--- src/rtl/i2c_slave_ctrl.sv ---
// I2C slave transaction sequencer: bit framing, address match, ACK, RX/TX.
// Optional: define I2C_CTRL_GCALL_EN to accept the general-call address.
module i2c_slave_ctrl #(
  parameter logic [6:0] SLAVE_ADDR = 7'b1111000
) (
  input  logic       clk,
  input  logic       n_rst,
  input  logic       rising_edge_found,
  input  logic       falling_edge_found,
  input  logic       start_found,
  input  logic       stop_found,
  input  logic       sda_in,
  input  logic [7:0] rx_data,
  input  logic       tx_empty,
  output logic       rx_enable,
  output logic       tx_enable,
  output logic       load_data,
  output logic [1:0] sda_mode,
  output logic       rx_write,
  output logic       tx_read,
  output logic       busy
);

  typedef enum logic [3:0] {
    IDLE,
    ADDR,
    ADDR_ACK,
    WAIT_STOP,
    RX_BYTE,
    RX_ACK,
    TX_LOAD,
    TX_BYTE,
    TX_ACK
  } state_t;

  state_t     state, state_nx;
  logic [3:0] cnt, cnt_nx;
  logic       rw, rw_nx;
  logic       nack, nack_nx;
  logic       mnack, mnack_nx;
  logic       rxw_nx;
  logic       counting;
  logic       frame8, frame9;
  logic       addr_hit;
  logic       gcall;

  assign addr_hit = (rx_data[7:1] == SLAVE_ADDR);
`ifdef I2C_CTRL_GCALL_EN
  assign gcall = (rx_data[7:1] == 7'd0);
`else
  assign gcall = 1'b0;
`endif

  assign counting = (state != IDLE) && (state != TX_LOAD);
  assign frame8   = falling_edge_found && (cnt == 4'd8);
  assign frame9   = falling_edge_found && (cnt == 4'd9);

  // State, bit counter, latched flags and the rx_write pulse
  always_ff @(posedge clk or negedge n_rst) begin
    if (!n_rst) begin
      state    <= IDLE;
      cnt      <= 4'd0;
      rw       <= 1'b0;
      nack     <= 1'b0;
      mnack    <= 1'b0;
      rx_write <= 1'b0;
    end else begin
      state    <= state_nx;
      cnt      <= cnt_nx;
      rw       <= rw_nx;
      nack     <= nack_nx;
      mnack    <= mnack_nx;
      rx_write <= rxw_nx;
    end
  end

  // Next state, counter update and Mealy shift enables
  always_comb begin
    state_nx  = state;
    cnt_nx    = cnt;
    rw_nx     = rw;
    nack_nx   = nack;
    mnack_nx  = mnack;
    rxw_nx    = 1'b0;
    rx_enable = 1'b0;
    tx_enable = 1'b0;

    if (counting) begin
      if (rising_edge_found && cnt < 4'd9)
        cnt_nx = cnt + 4'd1;
      if (frame9)
        cnt_nx = 4'd0;
    end

    unique case (state)
      ADDR: begin
        rx_enable = rising_edge_found && (cnt < 4'd8);
        if (frame8) begin
          if (addr_hit) begin
            state_nx = ADDR_ACK;
            rw_nx    = rx_data[0];
            nack_nx  = rx_data[0] & tx_empty;
          end else if (gcall) begin
            state_nx = ADDR_ACK;
            rw_nx    = 1'b0;
            nack_nx  = rx_data[0];
          end else begin
            state_nx = WAIT_STOP;
          end
        end
      end
      ADDR_ACK: begin
        if (frame9) begin
          if (nack)
            state_nx = WAIT_STOP;
          else if (rw)
            state_nx = TX_LOAD;
          else
            state_nx = RX_BYTE;
        end
      end
      RX_BYTE: begin
        rx_enable = rising_edge_found && (cnt < 4'd8);
        if (frame8) begin
          rxw_nx   = 1'b1;
          state_nx = RX_ACK;
        end
      end
      RX_ACK: begin
        if (frame9)
          state_nx = RX_BYTE;
      end
      TX_LOAD: begin
        state_nx = TX_BYTE;
      end
      TX_BYTE: begin
        tx_enable = falling_edge_found &&
                    (cnt >= 4'd1) && (cnt <= 4'd7);
        if (frame8)
          state_nx = TX_ACK;
      end
      TX_ACK: begin
        if (rising_edge_found && cnt == 4'd8)
          mnack_nx = sda_in;
        if (frame9) begin
          if (!mnack && !tx_empty)
            state_nx = TX_LOAD;
          else
            state_nx = WAIT_STOP;
        end
      end
      default: ;
    endcase

    if (stop_found) begin
      state_nx  = IDLE;
      cnt_nx    = 4'd0;
      nack_nx   = 1'b0;
      rxw_nx    = 1'b0;
      rx_enable = 1'b0;
      tx_enable = 1'b0;
    end else if (start_found) begin
      state_nx  = ADDR;
      cnt_nx    = 4'd0;
      nack_nx   = 1'b0;
      rxw_nx    = 1'b0;
      rx_enable = 1'b0;
      tx_enable = 1'b0;
    end
  end

  // Moore decode of SDA mode, FIFO pop/load and busy
  always_comb begin
    sda_mode  = 2'b00;
    busy      = 1'b0;
    load_data = 1'b0;
    tx_read   = 1'b0;
    unique case (state)
      ADDR_ACK: begin
        sda_mode = nack ? 2'b10 : 2'b01;
        busy     = !nack;
      end
      RX_BYTE: busy = 1'b1;
      RX_ACK: begin
        sda_mode = 2'b01;
        busy     = 1'b1;
      end
      TX_LOAD: begin
        sda_mode  = 2'b11;
        busy      = 1'b1;
        load_data = 1'b1;
        tx_read   = 1'b1;
      end
      TX_BYTE: begin
        sda_mode = 2'b11;
        busy     = 1'b1;
      end
      TX_ACK: busy = 1'b1;
      default: ;
    endcase
  end

endmodule
--- config.mk ---
export PLATFORM = sky130hd
export DESIGN_NAME = i2c_slave_ctrl
export DESIGN_NICKNAME = d
export VERILOG_FILES = /design/src/rtl/i2c_slave_ctrl.sv
export SDC_FILE = /design/constraint.sdc
export NUM_CORES = 1
export LEC_CHECK = 0
export CAP_MARGIN = 20
export CORE_ASPECT_RATIO = 1.5
export CORE_MARGIN = 4
export CORE_UTILIZATION = 50
export CTS_CLUSTER_DIAMETER = 80
export DETAILED_ROUTE_END_ITERATION = 10
export DONT_BUFFER_PORTS = 1
export GPL_TIMING_DRIVEN = 0
export PLACE_DENSITY = 0.62
export SYNTH_ARGS = -nofsm -noshare
export SYNTH_HDL_FRONTEND = slang
export SYNTH_SLANG_ARGS = --single-unit
--- constraint.sdc ---
create_clock -name clk -period 2.3 [get_ports clk]
set_clock_uncertainty 0.15 [all_clocks]
set_input_delay 0.345 -clock clk [delete_from_list [all_inputs] [get_ports clk]]
set_output_delay 0.345 -clock clk [all_outputs]
set_load 0.05 [all_outputs]
After elaboration in Yosys (flattened, before gate mapping). Index checks and enable logic that the tools add are counted.

Input bits: 16. Register bits after elaboration: 12. Output and inout bits: 8. Logic and storage cells: 93.

Eq/ne operators: 17. $lt $le $gt $ge: 4. Multiplexer cells: 37. Bitwise operators: 1. Reductions and logical operators: 27. $add $sub $neg: 1.

Operators by type and width (number): $mux 4 (13); $pmux 4 s7 (1); $ne 4x4->1 const B (6); $mux 1 (17); $eq 4x3->1 const B (4); $eq 4x4->1 const B (3); $reduce_bool 3->1 (4); $logic_and 1x1->1 (9); $reduce_bool 9->1 (1); $lt 4x4->1 const B (2); $reduce_bool 4->1 (2); $eq 7x7->1 const B (1); $reduce_and 7->1 (1); $mux 3 (2); $pmux 2 s3 (1); $reduce_and 3->1 (2); $reduce_or 5->1 (1); $add 4x1->4 const B (1); $eq 4x1->1 const B (1); $eq 4x2->1 const B (1); $ge 4x1->1 const B (1); $le 4x3->1 const B (1); $mux 2 (2); $ne 4x3->1 const B (1); other kinds (5) (9).

Depth between registers and ports, before layout. Gate-level depths: netlist (run 1).

Word-level depth: 7. Depth in mapped cells: 7. Depth with buffers taken out: 7.

Worst setup path after synthesis (run 1). No wires, ideal clock.

Kind: register -> output. Start: register state[0]. End: output tx_read. Cell stages (with the launch flop): 4. Data required time: 1.805 ns. Slack: -0.370 ns. Data arrival time: 2.175 ns. Buffers on the path: 1. Path through: dfrtp_1 or2b_1 nor3_1 buf_4.

Word-level cells in the longest chain between the ends: 2.

Ends and longest elaborated chain: from (decl) (RTL line 36) `state_t state, state_nx;`; from (signal assigned) (RTL line 68) `state <= state_nx;`; $eq 4x3->1; $mux 1; to (decl) (RTL line 20) `output logic tx_read,`.

No other way between the ends.

Worst setup path in the final report (run 1). Same ends and word-level chain as after synthesis.

==> results.tsv, run 1 <==
stage	metric	value	unit
route	vias	925	
power	Comb power frac	46.1	%
timing	hold slack	0.0363	ns
setup_path	reg2reg end	rw	
floorplan	die area	2840	um^2
synth	Synth Area in Simple Gates	30.1	%
place	# port buffers	0	
timing	RSZ-0062 raised after global routing	yes	
synth	complex-gate fraction of the synthesized area	14.6	%
route	drt wl/cell	17.1	um
synth	main combinational cell family by area after synthesis	simple AND/OR/NAND/NOR gates	
timing	Setup WS post-layout	0.0116	ns
power	Seq pwr share	30.9	%
setup_path	R2R Setup Slk	0.13	ns
setup_path	Setup CP Type	reg -> out	
power	Pwr Density	668	nW/um^2
timing	Slew @ Worst Pin	0.626	ns
timing	final setup violation count	0	
global_routing	initial antenna violation count	0	
place	placed cells	139	
synth	Yosys cell types	46	
timing	Fin. Hold Viols	0	
synth	Post-synth EDFFs	0	
clock_tree	CTS sink count	12	
setup_path	startpoint type of the worst setup path	register	
floorplan	Rows	19	
timing	Tcrit/Tclk final	99.5	%
cells_and_area	fraction of layout cells with a size suffix above 1	30.6	%
place	detailed placement HPWL	1900	um
route	Final ANT Viol Nets	0	
setup_path	Crit. End Element	output pin	
route	drt total wl	2480	um
floorplan	Boundary Pins	24	
synth	syn_area_per_cell	8.78	um^2
synth	syn nets	135	
route	1st-pass router iterations	4	
power	Psw	316	uW
floorplan	core area	1880	um^2
route	DR iter-0 viols	26	
clock_tree	H-tree levels	1	
synth	Synth Flop Type	dfrtp_1	
place	Placer Congestion	0.859	
clock_tree	TritonCTS Buffers	3	
clock_tree	clock latency on the worst-skew pair	0.30	ns
cells_and_area	Final nets	144	
cells_and_area	P&R area growth vs syn	15.5	%
synth	sequential area share after synthesis	29.5	%
setup_path	crit path DAT	1.79	ns
setup_path	FF-to-FF Start	cnt[0]	
synth	Synth Area in Adders	3.69	%
worst_hold_path	Hold Path Class	in -> reg	
floorplan	Initial Util	54.2	%
synth	Post-Syn Instances	116	
global_routing	vias in the first global route	923	
power	clock share of power	23.0	%
clock_tree	CTS tree	done	
power	Pint	469	uW
clock_tree	Max clock buf depth	2	
run_status	outcome	completed	
floorplan	die width	44.9	um
worst_hold_path	hold path endpoint	nack	
timing	crit path time final	2.29	ns
power	Leak	0.502	nW
synth	Synth Warn #	0	
cells_and_area	Non-Filler Instances	145	
synth	Syn Std Cell Area	1020	um^2
place	Placed Instance Area	1070	um^2
synth	multiplexer share of the synthesized area	11.2	%
timing	Max Freq	0.437	GHz
global_routing	largest net degree at the start of global routing	13	
global_routing	first-pass GRT wire length	4130	um
power	peak supply drop	0.498	mV
setup_path	crit-path cells	or2b_4 -> nor3_4 -> buf_6	
worst_hold_path	worst hold start	tx_empty	
setup_path	Crit-path slowest cell	nor3_4	
route	DRC Markers	0	
global_routing	gr usage total	19.2	%
clock_tree	Clock Pin Slew Worst Setup and Hold Paths	0.10	ns
setup_path	CP Max Fanout	4	
synth	Post-Synth XOR/XNOR Area	1.72	%
worst_hold_path	Worst Hold Path Cells	2	
cells_and_area	Antenna diodes	0	
timing	max_slew headroom	58.2	%
synth	#FFs+latches synth	12	
timing	fin. max-slew vios	0	
clock_tree	clk root buf	clkbuf_4	
place	pre-CTS setup slack	-0.0103	ns
flow_run	Max-cap violations	0	
route	vias per cell	6.38	
floorplan	Chip Height	63.3	um
setup_path	CP Data Required Time	1.80	ns
synth	ys async rst share	100	%
global_routing	grt total ovfl	0	
power	Sw Ratio	40.2	%
cells_and_area	fin area	1180	um^2
setup_path	cells on worst reg2reg path	6	
setup_path	Largest stage delay, worst path	0.56	ns
-- layout make-up --
type / count / area [um^2]
Clock buffer: 4 / 36.3
Multi-Input combinational cell: 90 / 674
Buffer: 7 / 73.8
Sequential cell: 12 / 303
Inverter: 6 / 22.5
Timing Repair Buffer: 5 / 40.0
Fill cell: 171 / 702
Tap cell: 21 / 26.3
-- how the worst max path moves through the flow --
stage	start	endpoint	cells after the start
3_3_place_gp	state[2]	sda_mode[0]	4
3_5_place_dp	state[0]	tx_read	3
5_1_grt	state[0]	tx_read	3
2_1_floorplan	state[2]	sda_mode[0]	4
6_report	state[0]	tx_read	3
4_1_cts	state[0]	tx_read	3
-- layout by cell type (no fill, tap or decap), drive strengths merged, types with 2 or more instances in the layout --
cell and n:
nand4 3, xor2 2, mux2i 5, nand2 8, nor2 16, ha 3, o21ai 5, and3 3
nand2b 2, dfrtp 12, nand3 5, nor3 8, clkbuf 6, inv 6, or4 2, a21oi 5
buf 9, mux2 5, o211ai 2
-- metrics by stage --
stage	utilization (%)	power [mW]	TNS, ns
after floorplan	-	0.511	0
after global placement	56.2	0.556	-0.126
after detailed placement	57.0	0.567	-0.0190
after CTS	60.8	0.764	-0.0766
after global routing	62.6	0.828	-0.0245
final	62.6	0.785	0
-- kinds of logic (layout without fill, tap and decap cells) --
logic type / after synthesis / after routing
DFF: 12 / 12
adders and majority gates: 3 / 3
and+or+nand+nor: 55 / 55
xor gates and xnor gates: 2 / 2
buffers and inverters: 14 / 22
AOI/OAI and AO/OA: 20 / 20
muxes: 10 / 10
-- metal layers --
| metal | routed length, um | global-route usage (%) |
|---|---|---|
| met5 | 0 | 0 |
| met4 | 66 | 8.42 |
| met2 | 1400 | 34.4 |
| met3 | 135 | 1.99 |
| met1 | 877 | 21.7 |
-- sequential cells by signal, summed over array words and instances, names as in the netlist --
register / count
cnt: 4
state: 4
mnack: 1
nack: 1
rw: 1
rx_write: 1
-- power groups by stage --
stage / Combinational, mW / Clock [mW] / Sequential (mW)
after floorplan: 0.269 / 0 / 0.241
after global placement: 0.310 / 0 / 0.245
after detailed placement: 0.321 / 0 / 0.246
after CTS: 0.340 / 0.183 / 0.242
after global routing: 0.391 / 0.192 / 0.245
final: 0.362 / 0.181 / 0.243
-- cells in the mapped netlist (2+ instances only) --
cell type / count / area share [%]
xor2_1: 2 / 1.7
nand2b_1: 2 / 1.2
dfrtp_1: 12 / 29
nand4_1: 3 / 1.8
buf_6: 3 / 3.3
nor3_1: 7 / 3.4
nand2_1: 8 / 2.9
mux2i_1: 5 / 4.9
inv_1: 5 / 1.8
nand3_1: 5 / 2.5
mux2_2: 3 / 3.3
nor2_1: 15 / 5.5
a21oi_1: 5 / 2.5
ha_1: 3 / 3.7
o21ai_0: 5 / 2.5
or4_1: 2 / 1.5
mux2_4: 2 / 2.9
-- critical path: cells and delay by family (launching register included) --
family / cells / cell delay [ns]
buffers and inverters: 1 / 0.25
flip-flops: 1 / 0.42
AND/OR/NAND/NOR: 2 / 0.84
-- timing repair --
action                                 4_1_cts  5_1_grt
gates resized for setup                      5       11
endpoints found under the hold margin       12        0
buffers inserted                             0        2
pin swaps                                    0        3
hold buffers                                 1        0
setup endpoints to repair                    4        5
Power figures use the tool's default switching activity.
==> inputs of run 2 (changes only) <==
--- a/config.mk
+++ b/config.mk
@@ -6,13 +6,11 @@
 export NUM_CORES = 1
 export LEC_CHECK = 0
 export CAP_MARGIN = 20
-export CORE_ASPECT_RATIO = 1.5
 export CORE_MARGIN = 4
 export CORE_UTILIZATION = 50
 export CTS_CLUSTER_DIAMETER = 80
 export DETAILED_ROUTE_END_ITERATION = 10
 export DONT_BUFFER_PORTS = 1
-export GPL_TIMING_DRIVEN = 0
 export PLACE_DENSITY = 0.62
 export SYNTH_ARGS = -nofsm -noshare
 export SYNTH_HDL_FRONTEND = slang
==> run 2 against run 1 <==
Effect of this change: utilization shrank 4.6 points; non-clock buffer count up 2; register-to-register slack worse by 0.03 ns; sequential share of layout area increased by 0.89 points; global-route usage decreased by 0.34 points; maximum frequency is 3.9% higher; sequential power is 2% lower; largest power group unchanged; highest routed layer unchanged.
==> results.tsv, run 2 (synthesized netlist as in run 1, its figures left out) <==
stage	metric	value	unit
run_status	outcome	completed	
cells_and_area	Antenna diodes	0	
setup_path	CP Launch Point	cnt[1]	
clock_tree	H-tree levels	1	
global_routing	vias in the first global route	834	
timing	Setup Total Neg Slack	0	ns
route	DR iter-0 viols	14	
setup_path	startpoint type of the worst setup path	register	
power	Pwr Density	626	nW/um^2
power	PnR Total Power	706	uW
timing	fin. max-slew vios	0	
floorplan	Chip Height	53.1	um
power	Leak	0.496	nW
timing	max_slew headroom	62.7	%
cells_and_area	Largest regs	cnt: 4 flops, state: 4 flops	
cells_and_area	most frequent cells in the layout	nor2_1 (15), buf_4 (13), dfrtp_1 (12)	
floorplan	Boundary Pins	24	
setup_path	reg2reg end	rw	
global_routing	grt total ovfl	0	
place	# port buffers	0	
clock_tree	Clock Pin Slew Worst Setup and Hold Paths	0.07	ns
route	drt total wl	2300	um
floorplan	Initial Util	52.4	%
clock_tree	CTS tree	done	
timing	hold slack	0.0566	ns
clock_tree	setup bufs post-CTS	0	
setup_path	CP Max Fanout	4	
route	vias per cell	5.93	
floorplan	die area	2820	um^2
timing	Setup WS post-layout	0.0970	ns
place	detailed placement HPWL	1770	um
clock_tree	Max clock buf depth	2	
timing	crit path time final	2.20	ns
place	Placed Instance Area	1090	um^2
worst_hold_path	Hold Path Class	in -> reg	
setup_path	cells on worst reg2reg path	6	
timing	Slew @ Worst Pin	0.558	ns
route	drt wl/cell	15.1	um
route	Final ANT Viol Nets	0	
place	placed cells	148	
timing	final setup violation count	0	
cells_and_area	FF/Latch Area	300	um^2
global_routing	initial antenna violation count	0	
clock_tree	clock latency on the worst-skew pair	0.28	ns
cells_and_area	fin area	1130	um^2
clock_tree	clk root buf	clkbuf_4	
place	pre-CTS setup slack	0.115	ns
floorplan	die width	53.1	um
floorplan	core area	1940	um^2
clock_tree	TritonCTS Buffers	3	
cells_and_area	Fillers	172	
setup_path	CP endpoint	rw	
flow_run	Max-cap violations	0	
timing	Max Freq	0.454	GHz
setup_path	Crit. End Element	register	
cells_and_area	Non-Filler Instances	152	
global_routing	largest net degree at the start of global routing	15	
timing	Tcrit/Tclk final	95.8	%
setup_path	crit path DAT	2.22	ns
cells_and_area	most common cell after layout, fill and taps aside	nor2_1	
cells_and_area	fraction of layout cells with a size suffix above 1	25.6	%
cells_and_area	P&R area growth vs syn	10.7	%
route	DRC Markers	0	
setup_path	FF-to-FF Start	cnt[1]	
setup_path	CP Data Required Time	2.32	ns
timing	Fin. Hold Viols	0	
timing	RSZ-0062 raised after global routing	no	
floorplan	Rows	16	
clock_tree	CTS sink count	12	
global_routing	gr usage total	18.8	%
power	peak supply drop	0.494	mV
cells_and_area	area of the multi-input gates	641	um^2
setup_path	R2R Setup Slk	0.1	ns
cells_and_area	Final nets	146	
clock_tree	cts repair resizes	0	
clock_tree	Post-CTS Hold Fix Bufs	1	
cells_and_area	Final Util	58.1	%
route	vias	901	
route	1st-pass router iterations	4	
place	Placer Congestion	0.797	
setup_path	Setup CP Type	reg -> reg	
global_routing	first-pass GRT wire length	3800	um
-- run 2: worst min-delay path by stage --
stage / depth (start not counted) / startpoint / end / slack [ns]
2_1_floorplan: 0 / n_rst / cnt[0] / -0.10
3_3_place_gp: 0 / n_rst / rx_write / -0.10
3_5_place_dp: 0 / n_rst / rx_write / -0.10
4_1_cts: 1 / sda_in / mnack / 0.05
5_1_grt: 2 / tx_empty / nack / 0.05
6_report: 2 / tx_empty / nack / 0.06
-- run 2: worst max-delay path, cell delays in order (launching register included) --
cell and delay (ns):
dfrtp_1 0.41, inv_1 0.11, ha_1 0.25, nand4b_4 0.13, or4_1 0.52, nor2_1 0.16
mux2_2 0.35
-- run 2: routing by layer --
layer	routed length, um	track usage [%]
met3	143	3.66
met5	0	0
met4	53	8.94
met1	1050	25.5
met2	1050	28.5
-- run 2: layout make-up --
| class | count | area share (%) |
|---|---|---|
| sequential | 12 | 26.6 |
| inverter | 6 | 2.00 |
| multi-input combinational | 90 | 56.8 |
| clock buffer | 3 | 2.00 |
| tap | 27 | 3.00 |
| timing repair buffer | 14 | 9.54 |
-- run 2: power breakdown --
group	switching [mW]	total, mW	internal, mW
sequential	0.0124	0.237	0.225
combinational	0.205	0.336	0.131
clock	0.0722	0.133	0.0609
total	0.290	0.706	0.417
==> inputs of run 3 (changes only) <==
--- a/config.mk
+++ b/config.mk
@@ -6,7 +6,6 @@
 export NUM_CORES = 1
 export LEC_CHECK = 0
 export CAP_MARGIN = 20
-export CORE_MARGIN = 4
 export CORE_UTILIZATION = 50
 export CTS_CLUSTER_DIAMETER = 80
 export DETAILED_ROUTE_END_ITERATION = 10
==> run 3 against run 2 <==
Effect of this change: register-to-register slack better by 0.03 ns; first-iteration DRC count is 36% higher; sequential power hardly changed; hold slack improved by 0.012 ns; final cell count down 0.66%; clock power is 25% higher; non-clock buffer count is the same; routed wire length fell by 1.9%; utilization increased by 4.8 points.
==> results.tsv, run 3 (synthesized netlist as in run 1, its figures left out) <==
stage	metric	value	unit
floorplan	die area	2220	um^2
route	Final ANT Viol Nets	0	
floorplan	core area	1820	um^2
power	Leak	0.501	nW
global_routing	vias in the first global route	859	
global_routing	initial antenna violation count	0	
route	vias	902	
route	1st-pass router iterations	4	
clock_tree	CTS sink count	12	
floorplan	Initial Util	55.9	%
clock_tree	clk root buf	clkbuf_4	
clock_tree	TritonCTS Buffers	3	
route	DR iter-0 viols	19	
place	detailed placement HPWL	1720	um
global_routing	grt total ovfl	0	
place	Placer Congestion	0.850	
cells_and_area	Largest regs	cnt: 4 flops, state: 4 flops	
route	vias per cell	5.97	
cells_and_area	Antenna diodes	0	
setup_path	crit-path cells	inv_1 -> ha_2 -> nand4b_4 -> or4_1 -> nor2_2 -> mux2_2	
worst_hold_path	Hold Path Class	in -> reg	
clock_tree	Max clock buf depth	2	
run_status	outcome	completed	
clock_tree	clock latency on the worst-skew pair	0.27	ns
power	peak supply drop	0.412	mV
setup_path	CP Launch Point	cnt[1]	
setup_path	crit path DAT	2.18	ns
setup_path	CP Max Fanout	4	
timing	max_slew headroom	62.9	%
floorplan	die width	47.1	um
cells_and_area	P&R area growth vs syn	12.4	%
floorplan	Boundary Pins	24	
timing	final setup violation count	0	
setup_path	CP Data Required Time	2.31	ns
route	drt wl/cell	14.9	um
setup_path	Setup CP Type	reg -> reg	
floorplan	Chip Height	47.1	um
global_routing	first-pass GRT wire length	3820	um
setup_path	FF-to-FF Start	cnt[1]	
setup_path	Crit. End Element	register	
cells_and_area	most common cell after layout, fill and taps aside	nor2_1	
cells_and_area	Fillers	172	
power	Pwr Density	647	nW/um^2
clock_tree	CTS tree	done	
cells_and_area	FF/Latch Area	302	um^2
timing	Fin. Hold Viols	0	
timing	Tcrit/Tclk final	94.4	%
floorplan	Rows	15	
timing	Setup Total Neg Slack	0	ns
timing	Max Freq	0.461	GHz
timing	Slew @ Worst Pin	0.555	ns
worst_hold_path	worst hold start	sda_in	
timing	RSZ-0062 raised after global routing	no	
setup_path	Largest stage delay, worst path	0.55	ns
cells_and_area	fraction of layout cells with a size suffix above 1	28.6	%
route	drt total wl	2250	um
place	# port buffers	0	
cells_and_area	most frequent cells in the layout	nor2_1 (14), buf_4 (13), dfrtp_1 (11)	
clock_tree	H-tree levels	1	
cells_and_area	area of the multi-input gates	646	um^2
setup_path	Crit-path slowest cell	or4_1	
place	pre-CTS setup slack	0.122	ns
timing	Setup WS post-layout	0.130	ns
global_routing	gr usage total	24.6	%
setup_path	startpoint type of the worst setup path	register	
global_routing	largest net degree at the start of global routing	16	
timing	fin. max-slew vios	0	
flow_run	Max-cap violations	0	
timing	crit path time final	2.17	ns
route	DRC Markers	0	
cells_and_area	Final nets	146	
clock_tree	Clock Pin Slew Worst Setup and Hold Paths	0.07	ns
-- run 3: power breakdown --
| part | internal (mW) | switching [mW] |
|---|---|---|
| Sequential | 0.224 | 0.0160 |
| Combinational | 0.132 | 0.203 |
| Clock | 0.0962 | 0.0693 |
-- run 3: per-layer routing --
metal  share of wire [%]  GRT usage (%)  up-vias
met2                  48           38.9       27
met4                0.53           3.43        0
met1                  46           34.0      439
li1                    -              -      434
met3                 6.0           7.69        2
met5                   0              0        -
-- run 3: final cells by class --
| cell class | count | share of cell area [%] |
|---|---|---|
| clock buffers | 4 | 3.17 |
| flip-flops and latches | 12 | 26.3 |
| repair buffers | 14 | 9.40 |
| well taps | 25 | 2.73 |
| multi-input cells | 90 | 56.4 |
| inverters | 6 | 1.97 |
-- run 3: what timing repair did --
| action | in CTS | in global routing |
|---|---|---|
| endpoints found under the setup margin | 0 | 2 |
| hold buffers | 1 | 0 |
| buffers inserted | 0 | 0 |
| gates resized for setup | 0 | 3 |
| hold endpoints to repair | 12 | 0 |
-- run 3: worst paths after layout --
kind	endpoint	slack (ns)	cells after the start
worst max-delay path	rw	0.13	6
worst min-delay path	mnack	0.07	1
worst max register to register	rw	0.13	6
worst min register to register	rw	0.37	1
max in group asynchronous	state[3]	1.26	1
min in group asynchronous	state[1]	0.35	1
-- run 3: per-stage QoR --
stage                     hold slack [ns]  utilization, %  cell area (um^2)  power (mW)  std cells
after detailed placement           -0.100            60.0              1090       0.570        146
after global routing               0.0620            62.9              1140       0.790        151
after floorplan                    -0.101               -              1030       0.511        116
after CTS                          0.0637            62.5              1140       0.743        151
final                              0.0688            62.9              1140       0.741        151
after global placement             -0.100            60.0              1090       0.569        146
-- run 3: worst max-delay path: cells and delay by family, from the launching register on --
kind | cells | cell delay, ns
buffers and inverters | 1 | 0.11
muxes | 1 | 0.34
adders and majority gates | 1 | 0.24
DFF | 1 | 0.41
and+or+nand+nor | 3 | 0.81
